File: src/rtl/limbo_aging_table.sv
`default_nettype none
// ============================================================================
// Module      : limbo_aging_table
// Description : Table of up to DEPTH tags that missed the LIFO/FIFO/CAM
//               lookup. Each entry carries an age counter that advances on
//               tick; entries that reach TIMEOUT become expired and are
//               streamed out over a valid/ready handshake, lowest index first.
//               Supports membership query, purge-by-tag and duplicate/overflow
//               reporting on insert.
// Ports       : clk, rst          - clock, asynchronous active-high reset
//               tick              - age-advance strobe
//               ins_valid/ins_tag - insert request
//               ins_dup/ins_drop  - registered insert outcome pulses
//               query_tag/query_hit - combinational membership of live tags
//               purge_valid/purge_tag/purge_hit - remove-by-tag, hit pulse
//               exp_valid/exp_ready/exp_tag - expired-tag stream
//               count             - occupied entries (live plus expired)
// Revision    : 1.0 - initial release
// ============================================================================
module limbo_aging_table #(
    parameter int TAG_WIDTH = 16,
    parameter int DEPTH     = 8,
    parameter int TIMEOUT   = 100,
    parameter int AGE_W     = $clog2(TIMEOUT + 1),
    parameter int CNT_W     = $clog2(DEPTH + 1)
) (
    input  logic                 clk,
    input  logic                 rst,
    input  logic                 tick,
    input  logic                 ins_valid,
    input  logic [TAG_WIDTH-1:0] ins_tag,
    output logic                 ins_dup,
    output logic                 ins_drop,
    input  logic [TAG_WIDTH-1:0] query_tag,
    output logic                 query_hit,
    input  logic                 purge_valid,
    input  logic [TAG_WIDTH-1:0] purge_tag,
    output logic                 purge_hit,
    output logic                 exp_valid,
    input  logic                 exp_ready,
    output logic [TAG_WIDTH-1:0] exp_tag,
    output logic [CNT_W-1:0]     count
);

    // Age value from which the next tick makes an entry expire.
    localparam logic [AGE_W-1:0] c_age_last = AGE_W'(TIMEOUT - 1);

    // ------------------------------------------------------------------
    // Entry state
    // ------------------------------------------------------------------
    logic [DEPTH-1:0]     r_valid;
    logic [DEPTH-1:0]     r_expired;
    logic [TAG_WIDTH-1:0] r_tag [DEPTH];
    logic [AGE_W-1:0]     r_age [DEPTH];

    logic r_ins_dup;
    logic r_ins_drop;
    logic r_purge_hit;

    // ------------------------------------------------------------------
    // Per-entry match vectors, all against start-of-cycle state
    // ------------------------------------------------------------------
    logic [DEPTH-1:0] w_query_match;
    logic [DEPTH-1:0] w_ins_match;
    logic [DEPTH-1:0] w_purge_match;
    logic [DEPTH-1:0] w_exp_vec;

    genvar gi;
    generate
        for (gi = 0; gi < DEPTH; gi++) begin : g_entry_match
            assign w_query_match[gi] = r_valid[gi] & ~r_expired[gi] & (r_tag[gi] == query_tag);
            assign w_ins_match[gi]   = r_valid[gi] & (r_tag[gi] == ins_tag);
            assign w_purge_match[gi] = purge_valid & r_valid[gi] & (r_tag[gi] == purge_tag);
            assign w_exp_vec[gi]     = r_valid[gi] & r_expired[gi];
        end
    endgenerate

    // Lowest-set-bit isolation (x & -x) picks the lowest-index expired
    // entry and the lowest-index free slot as one-hot vectors.
    logic [DEPTH-1:0] w_free_vec;
    logic [DEPTH-1:0] w_free_oh;
    logic [DEPTH-1:0] w_exp_oh;

    assign w_free_vec = ~r_valid;
    assign w_free_oh  = w_free_vec & (~w_free_vec + DEPTH'(1));
    assign w_exp_oh   = w_exp_vec & (~w_exp_vec + DEPTH'(1));

    logic w_dup_any;
    logic w_has_free;
    logic w_write;
    logic w_drop;
    logic w_pop;

    assign w_dup_any  = |w_ins_match;
    assign w_has_free = |w_free_vec;
    assign w_write    = ins_valid & ~w_dup_any & w_has_free;
    assign w_drop     = ins_valid & ~w_dup_any & ~w_has_free;
    assign w_pop      = exp_valid & exp_ready;

    // Slots being freed were occupied at the start of the cycle, so they are
    // never in w_free_vec and can not collide with the allocation target.
    logic [DEPTH-1:0] w_clear;
    logic [DEPTH-1:0] w_alloc;

    assign w_clear = w_purge_match | (w_pop ? w_exp_oh : '0);
    assign w_alloc = w_write ? w_free_oh : '0;

    // ------------------------------------------------------------------
    // Combinational outputs
    // ------------------------------------------------------------------
    logic [TAG_WIDTH-1:0] w_exp_tag;
    logic [CNT_W-1:0]     w_count;

    always_comb begin
        w_exp_tag = '0;
        for (int i = 0; i < DEPTH; i++) begin
            if (w_exp_oh[i]) begin
                w_exp_tag = w_exp_tag | r_tag[i];
            end
        end
    end

    always_comb begin
        w_count = '0;
        for (int i = 0; i < DEPTH; i++) begin
            w_count = w_count + CNT_W'(r_valid[i]);
        end
    end

    assign query_hit = |w_query_match;
    assign exp_valid = |w_exp_vec;
    assign exp_tag   = w_exp_tag;
    assign count     = w_count;
    assign ins_dup   = r_ins_dup;
    assign ins_drop  = r_ins_drop;
    assign purge_hit = r_purge_hit;

    // ------------------------------------------------------------------
    // State update
    // ------------------------------------------------------------------
    always_ff @(posedge clk or posedge rst) begin
        if (rst) begin
            r_valid     <= '0;
            r_expired   <= '0;
            r_ins_dup   <= 1'b0;
            r_ins_drop  <= 1'b0;
            r_purge_hit <= 1'b0;
            for (int i = 0; i < DEPTH; i++) begin
                r_tag[i] <= '0;
                r_age[i] <= '0;
            end
        end else begin
            r_ins_dup   <= ins_valid & w_dup_any;
            r_ins_drop  <= w_drop;
            r_purge_hit <= |w_purge_match;
            for (int i = 0; i < DEPTH; i++) begin
                if (w_clear[i]) begin
                    // Freeing wins over aging on the same cycle.
                    r_valid[i]   <= 1'b0;
                    r_expired[i] <= 1'b0;
                    r_age[i]     <= '0;
                end else if (w_alloc[i]) begin
                    r_valid[i]   <= 1'b1;
                    r_expired[i] <= 1'b0;
                    r_age[i]     <= '0;
                    r_tag[i]     <= ins_tag;
                end else if (tick && r_valid[i] && !r_expired[i]) begin
                    // Age stops at TIMEOUT because expired entries no longer
                    // advance, so the counter can not wrap.
                    r_age[i] <= r_age[i] + AGE_W'(1);
                    if (r_age[i] == c_age_last) begin
                        r_expired[i] <= 1'b1;
                    end
                end
            end
        end
    end

endmodule
`default_nettype wire

File: config.mk
export PLATFORM = sky130hd
export DESIGN_NAME = limbo_aging_table
export DESIGN_NICKNAME = d
export VERILOG_FILES = /design/src/rtl/limbo_aging_table.sv
export SDC_FILE = /design/constraint.sdc
export NUM_CORES = 1
export LEC_CHECK = 0
export ABC_AREA = 0
export CAP_MARGIN = 20
export CORE_ASPECT_RATIO = 0.6
export CORE_MARGIN = 2
export CORE_UTILIZATION = 60
export DETAILED_ROUTE_END_ITERATION = 8
export PLACE_DENSITY = 0.91
export SYNTH_ARGS = -nofsm -noshare
export SYNTH_HDL_FRONTEND = slang
export SYNTH_SLANG_ARGS = --single-unit
File: constraint.sdc
create_clock -name clk -period 16.87 [get_ports clk]
set_clock_uncertainty 0.1 [all_clocks]
set_input_delay 2.5305 -clock clk [delete_from_list [all_inputs] [get_ports clk]]
set_output_delay 2.5305 -clock clk [all_outputs]
set_load 0.005 [all_outputs]
[Word level (Yosys, flattened, before mapping)]
Cells that the tools add are included.
Storage, ports and cells
  bits in registers: 203
  bits of input ports: 54
  output and inout bits: 25
  logic and storage cells: 319
Cells by class
  add/sub/neg operators: 17
  equality and inequality tests: 32
  muxes and demuxes: 82
  bitwise gates (word level): 84
  reduce and logical (&&, ||, !) cells: 69
Operators by type and width (number)
  $eq A16 B16 Y1: 24
  $mux W7: 24
  $mux W16: 8
  $or A16 B16 Y16: 7
  $add A7 B1 Y7 const B: 8
  $eq A7 B7 Y1 const B: 8
  $and A1 B1 Y1: 53
  $mux W1: 48
  $reduce_bool A3 Y1: 16
  $reduce_or A8 Y1: 5
  $reduce_and A2 Y1: 16
  $not A8 Y8: 3
  $not A1 Y1: 18
  $add A4 B1 Y4: 4
  $add A8 B1 Y8 const B: 2
  $and A8 B8 Y8: 2
  $logic_and A1 B1 Y1: 16
  $mux W8: 2
  $reduce_bool A2 Y1: 8
  $logic_not A1 Y1: 8
  $or A8 B8 Y8: 1
  $add A3 B1 Y4: 1
  $add A2 B1 Y3: 1
  $add A1 B1 Y2: 1

[Logic depth before layout (Yosys ltp)]
  depth in word-level cells: 19
  mapped depth: 12
  gate-level depth less buffers: 9

[Worst setup path before layout]
No wires, ideal clock.
  path kind: input port to output port
  start: input port query_tag[4]
  end: output port query_hit
  arrival: 3.757 ns
  data required time: 14.239 ns
  path slack: 10.483 ns
  cell stages on the path: 7
  path buffers: 1
  cell sequence: clkbuf_1 > xor2_1 > nor4_1 > nand4_1 > nor4b_1 > a31oi_1 > nand4_1
Between the ends
  longest elaborated chain between the ends: 3
  elaborated cells on any way between the ends: 17
  classes of those cells: eq/ne: 8; bitwise: 8; reduce/logical: 1
RTL lines
  start, declared: RTL line 34  | input logic [TAG_WIDTH-1:0] query_tag,
  $eq A16 B16 Y1: RTL line 71  | assign w_query_match[gi] = r_valid[gi] & ~r_expired[gi] & (r_tag[gi] == query_tag);
  $and A1 B1 Y1: RTL line 71
  $reduce_or A8 Y1 *: RTL line 130  | assign query_hit = |w_query_match;
  end, declared: RTL line 35  | output logic query_hit,
Mark *: on every way between the ends. The rest lies on a longest branch, timed or not.

[Final worst setup path]
  start: input port query_tag[1]
  end: output port query_hit
The elaborated chain is that of the path after synthesis.

==> impl_metrics.env <==
export IMPL_status="complete, but fails checks"
export IMPL_violations="DRC"
export IMPL_core_sq_um=23100
export IMPL_die_h_um=123
export IMPL_dpl_worst_slack_ns=8.98
export IMPL_drive_above_1_share=0.143
export IMPL_synth_seq_cells=203
export IMPL_layout_worst_path_cycle_share=0.474
export IMPL_yosys_warnings=0
export IMPL_stdcell_area_sq_um=15600
export IMPL_rsz0062_at_grt="no"
export IMPL_htree_levels=1
export IMPL_cp_required_ns=14.24
export IMPL_dp_final_hpwl_mm=39.8
export IMPL_cp_end_kind="primary output"
export IMPL_seqCellArea_sq_um=5080
export IMPL_powerDensity_nw_per_um2=167
export IMPL_cts_tree="yes"
export IMPL_fin_tns_setup_ns=0
export IMPL_cts_setup_buffers=0
export IMPL_fillCellCount=1714
export IMPL_critical_path_class="in -> out"
export IMPL_nets=1483
export IMPL_syn_cell_area_sq_um=14100
export IMPL_num_rows=43
export IMPL_relSlewSlack=0.222
export IMPL_synthArstFlopShare=1.00
export IMPL_path_clk_slew_ns=0.06
export IMPL_worstMarginPinSlew_ns=1.16
export IMPL_finalSetupViolCount=0
export IMPL_drc=8
export IMPL_fp_dieArea_sq_um=24800
export IMPL_synthDistinctLibCells=53
export IMPL_synth_avg_cell_area_sq_um=10.2
export IMPL_fin_hold_ws_ns=0.452
export IMPL_p_leak_uw=0.00654
export IMPL_cp_arrival_ns=5.37
export IMPL_crit_path_start_kind="input port"
export IMPL_grt_max_degree=139
export IMPL_dr_pass1_iters=9
export IMPL_clock_latency_ns=0.53
export IMPL_synth_top_cell_area_share=0.360
export IMPL_cts_root_buffer="clkbuf_16"
export IMPL_yosysSeqAreaShare=0.360
export IMPL_worstPathMaxFanout=8
export IMPL_numCtsBuffers=20
export IMPL_pwr_share_seq=0.458
export IMPL_slew_violations=0
export IMPL_cts_sinks=203
export IMPL_grt_overflow=0
export IMPL_antenna_found_initial=1
export IMPL_drt_initial_drc_count=1977
export IMPL_syn_nets=1453
export IMPL_place_congestion=1.20
export IMPL_multi_input_area_sq_um=8400
export IMPL_fin_crit_ns=8.00
export IMPL_setup_ws_ns=8.87
export IMPL_power_uw=2610
export IMPL_cts_resized=0
export IMPL_start_util=0.612
export IMPL_io_pin_count=79
export IMPL_place_area_sq_um=14900
export IMPL_synth_area_leaders="dfrtp_1, xor2_1, xnor2_1"
export IMPL_routed_wl_mm=56.2
export IMPL_synth_edf_count=0
export IMPL_ir_worst_vdd_v=0.000107
export IMPL_grt_pass1_vias=11300
export IMPL_combPwrFrac=0.360
export IMPL_finalHoldViolations=0
export IMPL_die_w_um=202
export IMPL_maxCapViolations=0
export IMPL_n_antenna_cell=0
export IMPL_switching_share=0.440
export IMPL_grt_pass1_wl_mm=80.2
export IMPL_portBuffers=78
export IMPL_synthCells=1382
export IMPL_synth_top_area_cell="dfrtp_1"
export IMPL_area_growth_pct=10.7
export IMPL_net_switching_power_uw=1150
export IMPL_max_clock_freq_ghz=0.125
export IMPL_vias=12000
export IMPL_wl_per_cell_um=32.3
export IMPL_clockBufferDepth=3
export IMPL_grt_usage=0.455
export IMPL_p_int_uw=1460
export IMPL_ant_nets=0
export IMPL_hold_class="reg -> reg"
export IMPL_vias_per_cell=6.92
export IMPL_ctsHoldBuffers=0
export IMPL_ys_flop_type="dfrtp_1"
export IMPL_clkPwrFrac=0.183
sequential cells by signal, indices dropped and copies added, names as in the netlist:
signal	flops
r_expired	8
ins_dup	1
r_tag	128
r_age	56
ins_drop	1
purge_hit	1
r_valid	8
power by group through the flow:
stage                     clock network, uW  registers (uW)  logic (uW)
after floorplan                           0             928         730
after CTS                               475            1150         924
after global routing                    493            1180        1020
after detailed placement                  0            1150         911
final                                   476            1190         938
after global placement                    0            1150         876
cell type report:
class,count,share of cell area
clock buffer,28,0.0385
clock inverter,8,0.00520
inverter,18,0.00480
multi-input combinational,1062,0.537
sequential,203,0.325
tap,315,0.0252
timing repair buffer,107,0.0643
stage by stage:
stage,util,cells
final,0.677,1741
after global routing,0.677,1741
after CTS,0.676,1739
after detailed placement,0.647,1703
after global placement,0.647,1703
after floorplan,-,1382
cells in the final DEF, fill, tap and decap left out, types with 3 or more instances in the layout:
cell             count
clkbuf_8             5
and3_1              14
nand4_1             65
nor4_1              60
ha_1                13
nor4b_1              5
a31oi_1              5
o21a_1               3
buf_4               27
a221o_1             16
nor3b_1              3
and4_1               4
a41oi_1              5
nor3_1              27
mux2i_1              4
nand3_1             39
xnor2_1            172
clkbuf_16           21
mux2_2             100
mux2_4              27
a222oi_1            17
dfrtp_1            203
fa_1                 4
nor2_1              74
a21o_1               3
o21ai_1              5
nor4_4               3
inv_1               17
a21oi_1             15
xor2_1             261
clkdlybuf4s50_1     78
nand2_1             90
nor2b_1              4
final timing paths:
path                              start          to  slack (ns)  cells after the start
setup / recovery           query_tag[1]   query_hit        8.87                      8
hold / removal                 r_age[1]    r_age[1]        0.45                      2
setup reg to reg              r_tag[54]   r_tag[88]       12.57                      7
hold reg to reg                r_age[1]    r_age[1]        0.45                      2
max in group asynchronous           rst   r_age[13]       12.56                      3
min in group asynchronous           rst  r_tag[103]        2.45                      2
logic make-up (layout without fill, tap and decap cells):
group / count (synthesis) / after routing / synth area share
DFF: 203 / 203 / 0.360
AOI/OAI and AO/OA: 78 / 78 / 0.0466
adders and majority gates: 17 / 17 / 0.0172
muxes: 132 / 132 / 0.112
and+or+nand+nor: 402 / 402 / 0.150
buffers and inverters: 117 / 161 / 0.0464
xor gates and xnor gates: 433 / 433 / 0.268
layer usage:
layer	wire length (um)	share of wire	global-route usage	up-vias
met5	0	0	0	-
met4	2660	0.047	0.173	0
met3	9070	0.16	0.178	215
met2	22100	0.39	0.630	1071
met1	22400	0.40	0.639	5905
li1	-	-	-	4854
critical path: stages:
cell and delay (ns):
clkdlybuf4s50_1 0.79, xor2_1 0.30, nor4_1 0.41, nand4_1 0.24, nor4b_1 0.36, a31oi_1 0.07, nand4_1 0.16, clkdlybuf4s50_1 0.52
cell usage after synthesis (19+ instances only):
| master | number |
|---|---|
| xor2_1 | 261 |
| nand2_1 | 90 |
| nor3_1 | 27 |
| xnor2_1 | 172 |
| nor4_1 | 60 |
| mux2_2 | 100 |
| buf_4 | 19 |
| clkbuf_1 | 51 |
| mux2_4 | 27 |
| dfrtp_1 | 203 |
| nor2_1 | 74 |
| nand3_1 | 39 |
| nand4_1 | 65 |
(Power assumes the default switching activity.)
